==> src/rtl/pattern_player.sv <==
// Replays a stored pattern set into a DUT, checks each masked response against
// its expected value and compacts all masked responses into a 16-bit MISR.
module pattern_player #(
    parameter int PAT_W  = 2,
    parameter int RSP_W  = 1,
    parameter int DEPTH  = 16,
    parameter int ADDR_W = 4,
    parameter int SETTLE = 1
) (
    input  logic              clk,
    input  logic              rst_n,
    input  logic              ld_en,
    input  logic [ADDR_W-1:0] ld_addr,
    input  logic [PAT_W-1:0]  ld_pat,
    input  logic [RSP_W-1:0]  ld_exp,
    input  logic [RSP_W-1:0]  ld_mask,
    input  logic [ADDR_W:0]   num_pats,
    input  logic              start,
    output logic [PAT_W-1:0]  pat_out,
    input  logic [RSP_W-1:0]  rsp_in,
    output logic              busy,
    output logic              done,
    output logic [ADDR_W:0]   fail_cnt,
    output logic [ADDR_W-1:0] first_fail,
    output logic              ff_valid,
    output logic [15:0]       signature
);
    localparam int          CNT_W    = (SETTLE > 1) ? $clog2(SETTLE) : 1;
    localparam logic [15:0] SIG_SEED = 16'hFFFF;
    localparam logic [15:0] SIG_POLY = 16'h1021;
    localparam logic [ADDR_W:0] DEPTH_V = (ADDR_W + 1)'(DEPTH);

    typedef enum logic [2:0] {S_IDLE, S_APPLY, S_SETTLE, S_CAPTURE, S_DONE} state_e;

    typedef struct packed {
        logic [PAT_W-1:0] pat;
        logic [RSP_W-1:0] rsp_exp;
        logic [RSP_W-1:0] rsp_mask;
    } entry_t;

    entry_t mem [DEPTH];

    state_e            state_q, state_d;
    logic [ADDR_W-1:0] idx_q, idx_d;
    logic [ADDR_W-1:0] last_q, last_d;
    logic [CNT_W-1:0]  cnt_q, cnt_d;
    logic [PAT_W-1:0]  pat_q, pat_d;
    logic [ADDR_W:0]   fail_q, fail_d;
    logic [ADDR_W-1:0] first_q, first_d;
    logic              ffv_q, ffv_d;
    logic [15:0]       sig_q, sig_d;

    logic              wr_en;
    logic [ADDR_W-1:0] idx_inc;
    logic [PAT_W-1:0]  head_pat;
    logic              miscmp;
    entry_t            cur;

    assign busy    = (state_q == S_APPLY) || (state_q == S_SETTLE) || (state_q == S_CAPTURE);
    assign done    = (state_q == S_DONE);
    assign wr_en   = ld_en && !busy;
    assign idx_inc = idx_q + ADDR_W'(1);
    assign cur     = mem[idx_q];
    assign miscmp  = |((rsp_in ^ cur.rsp_exp) & cur.rsp_mask);
    // A load landing on the start edge must be seen by the first APPLY.
    assign head_pat = (wr_en && (ld_addr == '0)) ? ld_pat : mem[0].pat;

    // NOTE: pattern storage has no reset; contents must survive rst_n.
    always_ff @(posedge clk) begin
        if (wr_en) begin
            mem[ld_addr] <= '{pat: ld_pat, rsp_exp: ld_exp, rsp_mask: ld_mask};
        end
    end

    // NOTE: every variable gets its default first so no latch is inferred.
    always_comb begin
        state_d = state_q;
        idx_d   = idx_q;
        last_d  = last_q;
        cnt_d   = cnt_q;
        pat_d   = pat_q;
        fail_d  = fail_q;
        first_d = first_q;
        ffv_d   = ffv_q;
        sig_d   = sig_q;
        case (state_q)
            S_IDLE, S_DONE: begin
                if (start) begin
                    idx_d   = '0;
                    fail_d  = '0;
                    ffv_d   = 1'b0;
                    first_d = '0;
                    sig_d   = SIG_SEED;
                    if (num_pats == '0) begin
                        state_d = S_DONE;
                    end else begin
                        last_d  = (num_pats > DEPTH_V) ? ADDR_W'(DEPTH - 1)
                                                       : ADDR_W'(num_pats - 1'b1);
                        pat_d   = head_pat;
                        state_d = S_APPLY;
                    end
                end
            end
            S_APPLY: begin
                cnt_d   = '0;
                state_d = (SETTLE == 0) ? S_CAPTURE : S_SETTLE;
            end
            S_SETTLE: begin
                if (cnt_q == CNT_W'(SETTLE - 1)) state_d = S_CAPTURE;
                else                             cnt_d   = cnt_q + CNT_W'(1);
            end
            S_CAPTURE: begin
                if (miscmp) begin
                    fail_d = (&fail_q) ? fail_q : fail_q + (ADDR_W + 1)'(1);
                    if (!ffv_q) begin
                        first_d = idx_q;
                        ffv_d   = 1'b1;
                    end
                end
                sig_d = {sig_q[14:0], 1'b0} ^ (sig_q[15] ? SIG_POLY : 16'h0000)
                        ^ 16'(rsp_in & cur.rsp_mask);
                if (idx_q == last_q) begin
                    state_d = S_DONE;
                end else begin
                    idx_d   = idx_inc;
                    pat_d   = mem[idx_inc].pat;
                    state_d = S_APPLY;
                end
            end
            default: state_d = S_IDLE;
        endcase
    end

    // NOTE: state registers use non-blocking assignments so all update together.
    always_ff @(posedge clk or negedge rst_n) begin
        if (!rst_n) begin
            state_q <= S_IDLE;
            idx_q   <= '0;
            last_q  <= '0;
            cnt_q   <= '0;
            pat_q   <= '0;
            fail_q  <= '0;
            first_q <= '0;
            ffv_q   <= 1'b0;
            sig_q   <= SIG_SEED;
        end else begin
            state_q <= state_d;
            idx_q   <= idx_d;
            last_q  <= last_d;
            cnt_q   <= cnt_d;
            pat_q   <= pat_d;
            fail_q  <= fail_d;
            first_q <= first_d;
            ffv_q   <= ffv_d;
            sig_q   <= sig_d;
        end
    end

    assign pat_out    = pat_q;
    assign fail_cnt   = fail_q;
    assign first_fail = first_q;
    assign ff_valid   = ffv_q;
    assign signature  = sig_q;
endmodule
==> config.mk <==
export PLATFORM = sky130hd
export DESIGN_NAME = pattern_player
export DESIGN_NICKNAME = d
export VERILOG_FILES = /design/src/rtl/pattern_player.sv
export SDC_FILE = /design/constraint.sdc
export NUM_CORES = 1
export LEC_CHECK = 0
export BUFFER_PORTS_ARGS = -buffer_cell sky130_fd_sc_hd__buf_2
export CORE_MARGIN = 1.5
export CORE_UTILIZATION = 42
export CTS_CLUSTER_DIAMETER = 80
export DETAILED_ROUTE_END_ITERATION = 10
export GPL_ROUTABILITY_DRIVEN = 0
export HOLD_SLACK_MARGIN = 0.15
export PLACE_DENSITY_LB_ADDON = 0.15
export SYNTH_ARGS = -nofsm -noshare
export SYNTH_HDL_FRONTEND = slang
export SYNTH_SLANG_ARGS = --single-unit
export TNS_END_PERCENT = 30
==> constraint.sdc <==
create_clock -name clk -period 2.24 [get_ports clk]
set_input_delay 0.336 -clock clk [delete_from_list [all_inputs] [get_ports clk]]
set_output_delay 0.336 -clock clk [all_outputs]
set_load 0.03 [all_outputs]
# After elaboration in Yosys (flattened, before gate mapping)

Memory sizes are Yosys's and may differ from the RTL's.
Index checks and enable logic that the tools add are counted.

Add/sub/neg operators: 4
Multipliers: 0
Divide/modulo/power cells: 0
Order comparisons: 1
Eq/ne operators: 12
Shift-type cells: 0
Multiplexer cells: 31
Bitwise gates (word level): 6
Reductions and logical operators: 20

Operators by type and width:

| kind                                                 | number |
|---|---|
| one-hot mux 16 bit (2 select lines)                  | 1 |
| two-way mux 4 bit                                    | 5 |
| two-way mux 16 bit                                   | 1 |
| one-hot mux 4 bit (2 select lines)                   | 2 |
| XOR 16 x 1 -> 16 bit                                 | 1 |
| XOR 16 x 13 -> 16 bit                                | 1 |
| two-way mux 5 bit                                    | 3 |
| inequality test 2 bit (second input constant)        | 7 |
| two-way mux 13 bit                                   | 1 |
| two-way mux 3 bit                                    | 4 |
| one-hot mux 3 bit (4 select lines)                   | 1 |
| AND reduction 4 bit                                  | 3 |
| one-hot mux 5 bit (2 select lines)                   | 1 |
| AND reduction 3 bit                                  | 3 |
| two-way mux 2 bit                                    | 4 |
| equality test 3 x 2 -> 1 bit (second input constant) | 2 |
| adder 5 x 1 -> 5 bit (second input constant)         | 1 |
| > comparator 5 bit (second input constant)           | 1 |
| logical NOT 5 bit                                    | 1 |
| two-way mux 1 bit                                    | 5 |
| AND reduction 5 bit                                  | 1 |
| adder 4 x 1 -> 4 bit (second input constant)         | 1 |
| equality test 4 bit                                  | 1 |
| logical NOT 4 bit                                    | 1 |
| other kinds (16)                                     | 22 |

Register bits after elaboration: 40
Latch bits: 0
RAM bits: 64
Memory bits (read-only): 0
Input bits: 18
Output and inout bits: 30
Word-level logic and storage cells: 84
Memories: 1

Memories:

| memory | depth | bits a word | read ports | clocked after Yosys merged registers in | wr ports | RTL line | RTL |
|---|---|---|---|---|---|---|---|
| mem    | 16    | 4           | 3          | 0                                       | 1        | 41       | `entry_t mem [DEPTH];` |

# Logic depth before layout (Yosys ltp)

Depth in word-level cells: 10
Mapped depth: 9
Mapped depth without buffers: 7

# Worst setup path before layout

No wires, ideal clock.

Path kind: flip-flop to flip-flop
Start point: register idx_q[0]
End point: register fail_q[3] (netlist: fail_cnt[3])
Library setup time: 0.120 ns
Data arrival time: 1.990 ns
Required time: 2.120 ns
Path slack: 0.131 ns
Stages on the path, launching flop included: 8
Path buffers: 1
Clock period less this slack: 2.109 ns
Cell sequence: dfrtp_1 -> buf_6 -> mux4_2 -> mux4_2 -> inv_2 -> a211oi_2 -> a32o_1 -> a31o_1

Cells in the longest elaborated chain, start to end: 5

Ends and longest elaborated chain:

| element                             | RTL line | RTL |
|---|---|---|
| from (decl)                         | 44       | `logic [ADDR_W-1:0] idx_q, idx_d;` |
| from (signal assigned)              | 148      | `idx_q <= idx_d;` |
| memory read (16 x 4 bit) (*)        | n/a      |  |
| XOR 1 bit                           | 64       | `assign miscmp = \|((rsp_in ^ cur.rsp_exp) & cur.rsp_mask);` |
| bitwise AND 1 bit (*)               | 64       |  |
| inequality test 2 bit (no line) (*) | n/a      |  |
| AND reduction 4 bit (no line) (*)   | n/a      |  |
| to (signal assigned)                | 152      | `fail_q <= fail_d;` |
| to (decl)                           | 48       | `logic [ADDR_W:0] fail_q, fail_d;` |

Every way passes the cells marked *; elsewhere a longest branch is shown, timed or not.
A chain may end at the register's enable or synchronous reset.

# Final worst setup path

Same ends and word-level chain as after synthesis.

==> impl_metrics.sql <==
INSERT INTO impl_metrics (metric_group, metric, value, unit) VALUES
('run_status', 'outcome', 'complete, no violations', ''),
('timing', 'post-route-period-util', '0.981', ''),
('timing', 'rsz_0062_raised_after_global_routing', 'yes', ''),
('global_routing', 'grt.overflow.total', '0', ''),
('routing', 'antenna_violating_nets_post_route', '0', ''),
('placement', 'dp.cells', '550', ''),
('placement', 'dpl_cell_area', '5240', 'µm²'),
('routing', 'drt_first_pass_iters', '4', ''),
('timing', 'maxSlewHeadroom', '0.608', ''),
('worst_hold_path', 'hold_class', 'input pin to register', ''),
('timing', 'timing.final.setup_violations', '0', ''),
('worst_hold_path', 'hold-path-endpoint', 'last_q[0]', ''),
('timing', 'worst_clock_skew', '11.3', 'ps'),
('yosys', 'synth.lib_cells_used.distinct', '49', ''),
('clock_network', 'htreeDepth', '3', ''),
('critical_path', 'end_kind', 'register', ''),
('yosys', 'number_of_flip_flops_and_latches_in_the_synthesized_netlist', '103', ''),
('routing', 'dr_total_vias', '3122', ''),
('yosys', 'synth.yosys.warnings', '0', ''),
('yosys', 'yosysTopAreaCellShare', '0.411', ''),
('timing', 'slew_violations', '0', ''),
('cells_and_area', 'drive_gt1_frac', '0.340', ''),
('critical_path', 'timing.critical_path.fanout_max', '8', ''),
('cells_and_area', 'layout_commonest_cell', 'sky130_fd_sc_hd__edfxtp_1', ''),
('timing', 'holdWs', '266', 'ps'),
('global_routing', 'first_global_vias', '2945', ''),
('routing', 'drtIter0Drc', '190', ''),
('yosys', 'netlist_top_cells_area', 'sky130_fd_sc_hd__edfxtp_1 (41%), sky130_fd_sc_hd__dfrtp_1 (12%), sky130_fd_sc_hd__dfstp_2 (9.0%)', ''),
('yosys', 'number_of_synthesized_flops_with_an_enable_pin', '64', ''),
('cells_and_area', 'final_cell_mix', 'sky130_fd_sc_hd__edfxtp_1 (64), sky130_fd_sc_hd__buf_2 (47), sky130_fd_sc_hd__buf_4 (34)', ''),
('pwr', 'power.switching_fraction', '0.388', ''),
('cells_and_area', 'num-fill-cells', '951', ''),
('global_routing', 'grt_usage', '0.179', ''),
('yosys', 'asyncSetResetFlopFracSynth', '0.379', ''),
('yosys', 'synth_top_flop_cell', 'sky130_fd_sc_hd__edfxtp_1', ''),
('pwr', 'comb_power_share', '0.461', ''),
('critical_path', 'path_buf_inv', '2', ''),
('pwr', 'p_leak', '2.09', 'nW'),
('critical_path', 'crit_family', 'multiplexers', ''),
('critical_path', 'timing_worst_setup_path_type', 'register to register', ''),
('clock_network', 'cts-buffers-inserted', '9', ''),
('timing', 'achievable-frequency', '0.455', 'GHz'),
('pwr', 'power.clock.fraction', '0.166', ''),
('timing', 'hold_violations', '0', ''),
('pwr', 'sequentialPowerShare', '0.373', ''),
('critical_path', 'slowest_cell_on_crit_path', 'sky130_fd_sc_hd__mux4_2', ''),
('global_routing', 'grt_pass1_wl', '15600', 'µm'),
('die', 'die-width', '109', 'µm'),
('pwr', 'net-switching-power', '2.78', 'mW'),
('yosys', 'postSynthCellCount', '346', ''),
('global_routing', 'grt_start_max_net_pins', '25', ''),
('clock_network', 'clock-root-buffer', 'sky130_fd_sc_hd__clkbuf_8', ''),
('routing', 'post_drt_via_cell_ratio', '5.48', ''),
('critical_path', 'worst_path_most_repeated_cell', 'sky130_fd_sc_hd__mux4_2', ''),
('critical_path', 'worst-r2r-setup-slack', '40', 'ps'),
('timing', 'fin_crit', '2200', 'ps'),
('pwr', 'power_per_cell_area', '1290', 'nW/µm²'),
('cells_and_area', 'fin_area', '5520', 'µm²'),
('clock_network', 'tritoncts', 'yes', ''),
('routing', 'post_route_wl', '9980', 'µm'),
('pwr', 'internal_pwr_total', '4.37', 'mW'),
('clock_network', 'worstSkewPairLatency', '370', 'ps'),
('critical_path', 'critPathLaunchType', 'register', ''),
('die', 'top_level_ports', '48', ''),
('critical_path', 'worst_r2r_path_depth', '7', ''),
('die', 'floorplan.core_area', '10800', 'µm²'),
('critical_path', 'crit_path_max_incr_delay', '500', 'ps'),
('worst_hold_path', 'min_from', 'num_pats[4]', ''),
('routing', 'drcViolationCount', '0', ''),
('critical_path', 'worstPathCellList', 'buf_12, mux4_2, mux4_2, inv_2, a211oi_4, a32o_1, a31o_1', ''),
('global_routing', 'grt_antenna_before_repair', '0', '');
[logic make-up (layout without fill, tap and decap cells)]
group | count (synthesis) | count (layout) | share of synthesized area
compound gates | 65 | 65 | 0.111
xor+xnor | 12 | 12 | 0.0225
fa+ha+maj | 5 | 5 | 0.0134
buf+inv | 27 | 111 | 0.0294
flops | 103 | 103 | 0.624
mux | 24 | 24 | 0.0861
simple gates | 110 | 110 | 0.114
[flip-flops by register name (all words and copies together) (netlist names)]
register,count
first_fail,4
idx_q,4
pat_out,2
ff_valid,1
mem,64
signature,16
state_q,3
last_q,4
fail_cnt,5
[Yosys cell counts, types with 4 or more instances]
library cell	number
sky130_fd_sc_hd__nand4_1	7
sky130_fd_sc_hd__dfstp_2	16
sky130_fd_sc_hd__buf_6	4
sky130_fd_sc_hd__o211ai_2	6
sky130_fd_sc_hd__dfrtp_1	23
sky130_fd_sc_hd__inv_1	9
sky130_fd_sc_hd__o21ai_0	5
sky130_fd_sc_hd__xnor2_1	10
sky130_fd_sc_hd__nand3_1	11
sky130_fd_sc_hd__o22a_1	15
sky130_fd_sc_hd__a211oi_1	4
sky130_fd_sc_hd__a21oi_1	13
sky130_fd_sc_hd__nor2_1	30
sky130_fd_sc_hd__edfxtp_1	64
sky130_fd_sc_hd__mux4_2	13
sky130_fd_sc_hd__nor3_1	7
sky130_fd_sc_hd__clkbuf_1	7
sky130_fd_sc_hd__and3_1	7
sky130_fd_sc_hd__ha_1	5
sky130_fd_sc_hd__nand2_1	28
sky130_fd_sc_hd__nand2b_1	4
sky130_fd_sc_hd__mux2i_1	11
sky130_fd_sc_hd__nor2b_1	6
[power groups by stage]
stage,Combinational (mW),Clock (mW),Sequential (mW)
detailed placement,3.14,0,2.72
global route,3.56,1.30,2.71
CTS,3.18,1.22,2.69
finish,3.29,1.19,2.67
global placement,3.08,0,2.72
floorplan,1.90,0,3.03
[repair_timing]
item	CTS	global route
hold buffers	1	0
gates resized for setup	3	6
setup buffers	0	4
hold endpoints to repair	23	0
setup endpoints to repair	12	12
pin swaps	2	2
[how the worst max path moves through the flow]
| stage | startpoint | to | slack (ps) | cells after the start |
|---|---|---|---|---|
| after floorplan | idx_q[0] | fail_cnt[3] | 130 | 7 |
| after global placement | idx_q[0] | fail_cnt[4] | -180 | 7 |
| after detailed placement | idx_q[0] | fail_cnt[4] | -290 | 7 |
| after CTS | idx_q[0] | fail_cnt[3] | -2 | 6 |
| after global routing | idx_q[0] | fail_cnt[3] | -30 | 7 |
| final | idx_q[0] | fail_cnt[3] | 40 | 7 |
[per-stage QoR]
stage	util	setup TNS, ps	power, mW	worst slack [ps]
after floorplan	-	0	4.93	131
final	0.510	0	7.15	43.2
after global routing	0.510	-67.6	7.57	-34.6
after CTS	0.505	-1.99	7.08	-1.99
after detailed placement	0.484	-2560	5.86	-288
after global placement	0.484	-1470	5.80	-180
[per-layer routing]
layer / GRT usage / part of all wire / vias to the layer above / wire length, µm
met2: 0.288 / 0.48 / 74 / 4760
met4: 0.0620 / 0.015 / 0 / 150
met3: 0.0332 / 0.036 / 12 / 357
met5: 0 / 0 / - / 0
met1: 0.244 / 0.47 / 1558 / 4700
li1: - / - / 1478 / -
[cell type report]
cell class | count | area (µm²) | share of cell area
repair buffers | 85 | 537 | 0.0972
clock inverters | 7 | 78.8 | 0.0143
flip-flops and latches | 103 | 2920 | 0.529
multi-input cells | 216 | 1650 | 0.299
well taps | 140 | 175 | 0.0317
clock buffers | 9 | 124 | 0.0224
inverters | 10 | 37.5 | 0.00680
[worst register-to-register path, delay by kind of cell, from the launching register on]
family                 cells  cell delay [ps]
flip-flops                 1              410
buffers and inverters      2              210
AO/OA/AOI/OAI              3              490
multiplexers               2              980
Power figures use the tool's default switching activity.
